File: config.mk
export PLATFORM = sky130hd
export DESIGN_NAME = pio_irq_service_master
export DESIGN_NICKNAME = d
export VERILOG_FILES = /design/src/rtl/pio_irq_service_master.sv
export SDC_FILE = /design/constraint.sdc
export NUM_CORES = 1
export LEC_CHECK = 0
export ABC_CLOCK_PERIOD_IN_PS = 5300
export BUFFER_PORTS_ARGS = -buffer_cell sky130_fd_sc_hd__buf_2
export CORE_MARGIN = 8
export CORE_UTILIZATION = 30
export CTS_CLUSTER_SIZE = 20
export DETAILED_ROUTE_END_ITERATION = 16
export HOLD_SLACK_MARGIN = 0.1
export SYNTH_ARGS = -nofsm -noshare
export SYNTH_HDL_FRONTEND = slang
export SYNTH_SLANG_ARGS = --single-unit
File: constraint.sdc
create_clock -name clk -period 5.3 [get_ports clk]
set_clock_uncertainty 0.15 [all_clocks]
set_input_delay 1.06 -clock clk [delete_from_list [all_inputs] [get_ports clk]]
set_output_delay 1.06 -clock clk [all_outputs]
set_load 0.05 [all_outputs]
File: src/rtl/pio_irq_service_master.sv
// pio_irq_service_master
// ----------------------
// Avalon-MM initiator that services an edge-capturing input PIO slave
// (data register at address 0, irq mask at 2, edge capture at 3).
// After reset it writes INIT_MASK into the mask register. On each irq it
// reads the edge capture register, write-1-clears exactly the bits it read,
// then samples the data register. It presents one {edges, levels} event
// per service on a valid/ready stream.
//
// Event handshake: event_valid, event_edges, event_level (and event_time)
// are held stable from the cycle event_valid rises until a cycle where
// event_valid & event_ready are both high. That cycle is the transfer, and
// event_valid falls on the following cycle. irq is ignored while
// event_valid is high.
//
// Optional feature (macro PIO_SERVICE_TIMESTAMP_EN): adds a free-running
// 32-bit cycle counter, latched when a service starts and presented on
// event_time together with the event.
//
// Ports:
//   clk, reset_n      clock, asynchronous active-low reset
//   irq               slave interrupt (level)
//   address, chipselect, write_n, writedata, readdata   slave s1 bus
//   event_valid, event_ready, event_edges, event_level  event stream
//   event_time        service start time (timestamp build only)
//   init_done         mask write has completed
//   busy              registered image of "FSM not in IDLE"
//   state             FSM state for debug
//                     (0 INIT, 1 IDLE, 2 RD_EDGE, 3 CLR, 4 RD_DATA, 5 EMIT)
module pio_irq_service_master #(
    parameter int               WIDTH        = 2,
    parameter logic [WIDTH-1:0] INIT_MASK    = 2'b11,
    parameter int               READ_LATENCY = 1
) (
    input  logic             clk,
    input  logic             reset_n,
    input  logic             irq,
    output logic [1:0]       address,
    output logic             chipselect,
    output logic             write_n,
    output logic [31:0]      writedata,
    input  logic [31:0]      readdata,
    output logic             event_valid,
    input  logic             event_ready,
    output logic [WIDTH-1:0] event_edges,
    output logic [WIDTH-1:0] event_level,
    output logic             init_done,
    output logic             busy,
`ifdef PIO_SERVICE_TIMESTAMP_EN
    output logic [31:0]      event_time,
`endif
    output logic [2:0]       state
);

    typedef enum logic [2:0] {
        S_INIT    = 3'd0,
        S_IDLE    = 3'd1,
        S_RD_EDGE = 3'd2,
        S_CLR     = 3'd3,
        S_RD_DATA = 3'd4,
        S_EMIT    = 3'd5
    } state_t;

    localparam logic [1:0] ADDR_DATA = 2'd0;
    localparam logic [1:0] ADDR_MASK = 2'd2;
    localparam logic [1:0] ADDR_EDGE = 2'd3;
    // A read holds the address for READ_LATENCY+1 cycles; the counter runs
    // 0..READ_LATENCY and readdata is captured when it reaches the end.
    localparam logic [1:0] RD_LAST   = 2'(READ_LATENCY);

    state_t           cur_state;
    logic [1:0]       wait_cnt;
    logic [WIDTH-1:0] edge_reg;

    assign state = cur_state;

`ifdef PIO_SERVICE_TIMESTAMP_EN
    logic [31:0] ts_cnt;
    logic [31:0] ts_start;

    always_ff @(posedge clk or negedge reset_n) begin
        if (!reset_n) begin
            ts_cnt <= 32'd0;
        end else begin
            ts_cnt <= ts_cnt + 32'd1;
        end
    end
`endif

    always_ff @(posedge clk or negedge reset_n) begin
        if (!reset_n) begin
            cur_state   <= S_INIT;
            address     <= ADDR_DATA;
            chipselect  <= 1'b0;
            write_n     <= 1'b1;
            writedata   <= 32'd0;
            event_valid <= 1'b0;
            event_edges <= '0;
            event_level <= '0;
            init_done   <= 1'b0;
            busy        <= 1'b1;
            wait_cnt    <= 2'd0;
            edge_reg    <= '0;
`ifdef PIO_SERVICE_TIMESTAMP_EN
            ts_start    <= 32'd0;
            event_time  <= 32'd0;
`endif
        end else begin
            busy <= (cur_state != S_IDLE);

            if (event_valid && event_ready) begin
                event_valid <= 1'b0;
            end

            case (cur_state)
                S_INIT: begin
                    // First cycle out of reset launches the mask write; the
                    // next cycle (write visible on the bus) retires it.
                    if (write_n) begin
                        chipselect <= 1'b1;
                        write_n    <= 1'b0;
                        address    <= ADDR_MASK;
                        writedata  <= 32'(INIT_MASK);
                    end else begin
                        chipselect <= 1'b0;
                        write_n    <= 1'b1;
                        address    <= ADDR_DATA;
                        writedata  <= 32'd0;
                        init_done  <= 1'b1;
                        cur_state  <= S_IDLE;
                    end
                end

                S_IDLE: begin
                    // Uses the registered event_valid, so the transfer cycle
                    // itself still blocks a new service (one-cycle gap).
                    if (irq && !event_valid) begin
                        chipselect <= 1'b1;
                        write_n    <= 1'b1;
                        address    <= ADDR_EDGE;
                        wait_cnt   <= 2'd0;
                        cur_state  <= S_RD_EDGE;
`ifdef PIO_SERVICE_TIMESTAMP_EN
                        ts_start   <= ts_cnt;
`endif
                    end
                end

                S_RD_EDGE: begin
                    if (wait_cnt == RD_LAST) begin
                        edge_reg <= readdata[WIDTH-1:0];
                        if (readdata[WIDTH-1:0] == '0) begin
                            // Spurious or already-cleared interrupt.
                            chipselect <= 1'b0;
                            address    <= ADDR_DATA;
                            cur_state  <= S_IDLE;
                        end else begin
                            // Clear only what was read, so edges arriving
                            // meanwhile on other bits keep irq asserted.
                            write_n   <= 1'b0;
                            writedata <= 32'(readdata[WIDTH-1:0]);
                            cur_state <= S_CLR;
                        end
                    end else begin
                        wait_cnt <= wait_cnt + 2'd1;
                    end
                end

                S_CLR: begin
                    write_n   <= 1'b1;
                    writedata <= 32'd0;
                    address   <= ADDR_DATA;
                    wait_cnt  <= 2'd0;
                    cur_state <= S_RD_DATA;
                end

                S_RD_DATA: begin
                    if (wait_cnt == RD_LAST) begin
                        event_level <= readdata[WIDTH-1:0];
                        chipselect  <= 1'b0;
                        cur_state   <= S_EMIT;
                    end else begin
                        wait_cnt <= wait_cnt + 2'd1;
                    end
                end

                S_EMIT: begin
                    event_edges <= edge_reg;
                    event_valid <= 1'b1;
`ifdef PIO_SERVICE_TIMESTAMP_EN
                    event_time  <= ts_start;
`endif
                    cur_state   <= S_IDLE;
                end

                default: begin
                    cur_state <= S_INIT;
                end
            endcase
        end
    end

    // Upper readdata bits carry nothing for this block.
    generate
        if (WIDTH < 32) begin : g_unused
            logic unused_upper;
            assign unused_upper = ^readdata[31:WIDTH];
        end
    endgenerate

endmodule

==> metrics.txt <==
# TYPE chip_impl_metric gauge
chip_impl_metric{name="dieWidth",unit="µm"} 81.6
chip_impl_metric{name="static-leakage-power",unit="nW"} 0.655
chip_impl_metric{name="cap_viol_max_count",unit=""} 0
chip_impl_metric{name="design.core.area",unit="µm²"} 4260
chip_impl_info{name="reg2reg_to",value="address[1]"} 1
chip_impl_info{name="worst_path_dominant_cell_family",value="flip-flops"} 1
chip_impl_info{name="timing.critical_path.from_type",value="register"} 1
chip_impl_metric{name="p_switching",unit="mW"} 0.486
chip_impl_metric{name="floorplan.die_area",unit="µm²"} 6660
chip_impl_info{name="cell_with_the_largest_stage_delay_on_the_worst_path",value="sky130_fd_sc_hd__dfrtp_1"} 1
chip_impl_info{name="cts_tree",value="yes"} 1
chip_impl_metric{name="detailroute.via_count",unit=""} 883
chip_impl_info{name="cts_root_buffer",value="sky130_fd_sc_hd__clkbuf_8"} 1
chip_impl_metric{name="finalHoldViolations",unit=""} 0
chip_impl_metric{name="cts_buffer_depth",unit=""} 2
chip_impl_metric{name="crit_required",unit="ns"} 4.09
chip_impl_metric{name="drtIter0Drc",unit=""} 50
chip_impl_metric{name="worst_setup_hold_path_clk_slew",unit="ns"} 0.08
chip_impl_metric{name="clkLatencyLatePin",unit="ns"} 0.27
chip_impl_metric{name="antenna_found_initial",unit=""} 0
chip_impl_info{name="crit_path_cell_trace",value="buf_2"} 1
chip_impl_metric{name="synthDistinctLibCells",unit=""} 40
chip_impl_metric{name="holdPathStages",unit=""} 1
chip_impl_metric{name="critical-path-max-stage-delay",unit="ns"} 0.82
chip_impl_metric{name="ctsHoldBuffers",unit=""} 0
chip_impl_metric{name="routed_via_density",unit=""} 4.42
chip_impl_metric{name="firstDrtPassIters",unit=""} 4
chip_impl_metric{name="worst_r2r_path_depth",unit=""} 4
chip_impl_metric{name="routed_wire_length_per_instance",unit="µm"} 13.1
chip_impl_metric{name="internal_power",unit="mW"} 0.431
chip_impl_metric{name="postSynthAreaPerCell",unit="µm²"} 9.93
chip_impl_metric{name="post-route-min-period",unit="ns"} 2.69
chip_impl_metric{name="worst-slew-pin-transition",unit="ns"} 0.734
chip_impl_metric{name="setup_total_negative_slack",unit="ns"} 0
chip_impl_metric{name="drv_slew",unit=""} 0
chip_impl_metric{name="synth_seq_cells",unit=""} 20
chip_impl_metric{name="grt_pass1_vias",unit=""} 885
chip_impl_info{name="worst_hold_startpoint",value="init_done"} 1
chip_impl_metric{name="dp.cells",unit=""} 196
chip_impl_metric{name="relSlewSlack",unit=""} 0.511
chip_impl_metric{name="worst_ir_drop_vdd",unit="mV"} 0.174
chip_impl_metric{name="grt_max_degree",unit=""} 22
chip_impl_metric{name="filler_cell_count",unit=""} 465
chip_impl_metric{name="post_cts.resized_instances",unit=""} 0
chip_impl_metric{name="pin_count",unit=""} 82
chip_impl_metric{name="power.density",unit="nW/µm²"} 680
chip_impl_metric{name="setup.reg_to_reg.worst_slack",unit="ns"} 3.41
chip_impl_metric{name="worst-endpoint-arrival",unit="ns"} 1.48
chip_impl_metric{name="cp.buffers_inverters",unit=""} 1
chip_impl_metric{name="finalWeightedCongestion",unit=""} 0.728
chip_impl_metric{name="power.sequential.fraction",unit=""} 0.326
chip_impl_metric{name="die-height",unit="µm"} 81.6
chip_impl_metric{name="gr-total-overflow",unit=""} 0
chip_impl_metric{name="route.detailed.drc",unit=""} 0
chip_impl_metric{name="worstPathMaxFanout",unit=""} 21
chip_impl_metric{name="cts.repair_timing.setup_buffer_count",unit=""} 0
chip_impl_metric{name="htreeDepth",unit=""} 1
chip_impl_metric{name="final_setup_vio_count",unit=""} 0
chip_impl_metric{name="totalPowerFinal",unit="mW"} 0.918
chip_impl_metric{name="std_cell_rows",unit=""} 24
chip_impl_info{name="postSynth.topFlopCell",value="sky130_fd_sc_hd__dfrtp_1"} 1
chip_impl_metric{name="synth_sequential_area_ratio",unit=""} 0.390
chip_impl_metric{name="finish.cell_count_without_fillers",unit=""} 200
chip_impl_info{name="endpoint_kind",value="output pin"} 1
chip_impl_metric{name="numCtsBuffers",unit=""} 3
chip_impl_metric{name="tritoncts_sink_count",unit=""} 20
chip_impl_metric{name="finish.utilization",unit=""} 0.317
chip_impl_info{name="timing.hold.worst.class",value="register to register"} 1
chip_impl_info{name="r2r_start",value="state[0]"} 1
chip_impl_metric{name="netlist_instances",unit=""} 130
chip_impl_metric{name="synth-edff-count",unit=""} 0
chip_impl_metric{name="detail-route-antenna-nets",unit=""} 0
chip_impl_metric{name="grt_first_pass_wirelength",unit="mm"} 4.24
chip_impl_metric{name="flow.area_growth_from_synthesis",unit="%"} 4.55
chip_impl_metric{name="synth.cell_area",unit="µm²"} 1290
chip_impl_info{name="min_delay_worst_endpoint",value="init_done"} 1
chip_impl_metric{name="finalWirelength",unit="mm"} 2.61
chip_impl_metric{name="largest_register_ffs",unit=""} 3
chip_impl_info{name="ys_top_cells_by_area",value="sky130_fd_sc_hd__dfrtp_1, sky130_fd_sc_hd__buf_4, sky130_fd_sc_hd__mux2_2"} 1
chip_impl_metric{name="fin_crit_sh",unit=""} 0.508
chip_impl_info{name="status",value="finished, final reports clean"} 1
chip_impl_metric{name="detailed_place_hpwl",unit="mm"} 1.99
chip_impl_metric{name="synth_warnings",unit=""} 0
chip_impl_metric{name="combinationalPowerShare",unit=""} 0.558
chip_impl_metric{name="p_clk_frac",unit=""} 0.116
chip_impl_metric{name="track_usage",unit=""} 0.0811
chip_impl_metric{name="effective_utilization_at_floorplan",unit=""} 0.303
chip_impl_info{name="critPathKind",value="register to output pin"} 1
chip_impl_metric{name="sw_frac_of_total",unit=""} 0.530
chip_impl_metric{name="port-buffer-count",unit=""} 21
chip_impl_metric{name="num_antenna_cells",unit=""} 0
chip_impl_metric{name="layout-drive-gt1-share",unit=""} 0.291
chip_impl_metric{name="max_freq",unit="MHz"} 371
chip_impl_metric{name="synth_async_sr_flop_share",unit=""} 1.00
chip_impl_metric{name="fin_nets",unit=""} 186
chip_impl_info{name="synth_top_area_cell",value="sky130_fd_sc_hd__dfrtp_1"} 1
chip_impl_info{name="setup_repair_after_global_routing_missed_its_margin",value="false"} 1
chip_impl_metric{name="synth.top_cell.area_share",unit=""} 0.349
metal layers:
layer / vias up / global-route usage / routed length, µm
li1: 420 / - / -
met1: 427 / 0.0887 / 1050
met2: 31 / 0.145 / 1320
met3: 5 / 0.0230 / 197
met4: 0 / 0.0316 / 40
met5: - / 0 / 0
area by class of cell:
type                            instances  area [µm²]  share of cell area
Tap cell                               52        65.1              0.0482
Clock buffer                            4        45.0              0.0334
Multi-Input combinational cell         97         609               0.451
Sequential cell                        20         503               0.373
Inverter                                6        22.5              0.0167
Timing Repair Buffer                   21         105              0.0779
cells in the mapped netlist (2+ instances only):
cell                       number
sky130_fd_sc_hd__a21o_1         3
sky130_fd_sc_hd__a21oi_1        4
sky130_fd_sc_hd__a31o_2         2
sky130_fd_sc_hd__and2b_1        2
sky130_fd_sc_hd__buf_4         32
sky130_fd_sc_hd__dfrtp_1       18
sky130_fd_sc_hd__dfstp_2        2
sky130_fd_sc_hd__inv_1          6
sky130_fd_sc_hd__mux2_2         6
sky130_fd_sc_hd__nand2_1        4
sky130_fd_sc_hd__nand2b_1       4
sky130_fd_sc_hd__nor2_1         7
sky130_fd_sc_hd__nor2b_1        3
sky130_fd_sc_hd__nor3_1         3
sky130_fd_sc_hd__nor3b_4        2
sky130_fd_sc_hd__nor4_1         2
sky130_fd_sc_hd__o21ai_0        6
sky130_fd_sc_hd__o22ai_1        2
worst max-delay path by stage:
stage                   from        to  slack [ns]  cells past startpoint
floorplan                irq  state[0]        3.29                      4
global placement    state[0]  state[0]        2.89                      1
detailed placement  state[0]  state[0]        2.90                      1
CTS                 state[0]  state[0]        2.60                      1
global route        state[0]  state[0]        2.53                      1
finish              state[0]  state[0]        2.61                      1
cells by family (layout without fill, tap and decap cells):
family	count (synthesis)	in the layout	share of synthesized area
buffers and inverters	42	31	0.223
and+or+nand+nor	30	30	0.149
DFF	20	20	0.390
muxes	6	6	0.0523
AOI/OAI and AO/OA	29	29	0.167
other	1	30	0.00290
xor gates and xnor gates	1	1	0.00678
adders and majority gates	1	1	0.00969
cells in the final DEF (no fill, tap or decap):
master / instances
sky130_fd_sc_hd__nor3_1: 3
sky130_fd_sc_hd__o21ai_0: 6
sky130_fd_sc_hd__a221oi_2: 1
sky130_fd_sc_hd__a21o_1: 3
sky130_fd_sc_hd__and2b_1: 2
sky130_fd_sc_hd__clkbuf_1: 1
sky130_fd_sc_hd__o21ba_2: 1
sky130_fd_sc_hd__nand2b_1: 4
sky130_fd_sc_hd__mux2_2: 6
sky130_fd_sc_hd__o311ai_1: 1
sky130_fd_sc_hd__o21ai_1: 1
sky130_fd_sc_hd__nor4_2: 1
sky130_fd_sc_hd__a21oi_1: 4
sky130_fd_sc_hd__and2_1: 1
sky130_fd_sc_hd__a221oi_1: 1
sky130_fd_sc_hd__nor2_1: 7
sky130_fd_sc_hd__o221a_2: 1
sky130_fd_sc_hd__a31o_2: 2
sky130_fd_sc_hd__o31ai_1: 1
sky130_fd_sc_hd__nor2b_2: 1
sky130_fd_sc_hd__nor4_1: 2
sky130_fd_sc_hd__buf_2: 21
sky130_fd_sc_hd__dfstp_2: 2
sky130_fd_sc_hd__clkbuf_8: 3
sky130_fd_sc_hd__o21bai_1: 1
sky130_fd_sc_hd__ha_1: 1
sky130_fd_sc_hd__nor3b_4: 2
sky130_fd_sc_hd__nor2b_1: 3
sky130_fd_sc_hd__nand2_1: 4
sky130_fd_sc_hd__a22oi_1: 1
sky130_fd_sc_hd__conb_1: 30
sky130_fd_sc_hd__xnor2_1: 1
sky130_fd_sc_hd__dfrtp_1: 18
sky130_fd_sc_hd__inv_1: 6
sky130_fd_sc_hd__o21bai_2: 1
sky130_fd_sc_hd__o22ai_1: 2
sky130_fd_sc_hd__a21boi_2: 1
sky130_fd_sc_hd__a31o_1: 1
through the flow:
step,hold WS (ns),instance area (µm²),worst slack [ns]
after global placement,0.289,1310,2.89
after global routing,0.364,1350,2.53
final,0.342,1350,2.61
after floorplan,0.323,1400,3.29
after detailed placement,0.333,1310,2.90
after CTS,0.349,1350,2.60
power groups by stage:
stage,clock (mW),sequential [mW],combinational (mW)
2_1_floorplan,0,0.436,0.310
6_report,0.106,0.299,0.512
5_1_grt,0.113,0.316,0.551
3_3_place_gp,0,0.302,0.513
4_1_cts,0.110,0.301,0.517
3_5_place_dp,0,0.303,0.516
Power figures use the tool's default switching activity.
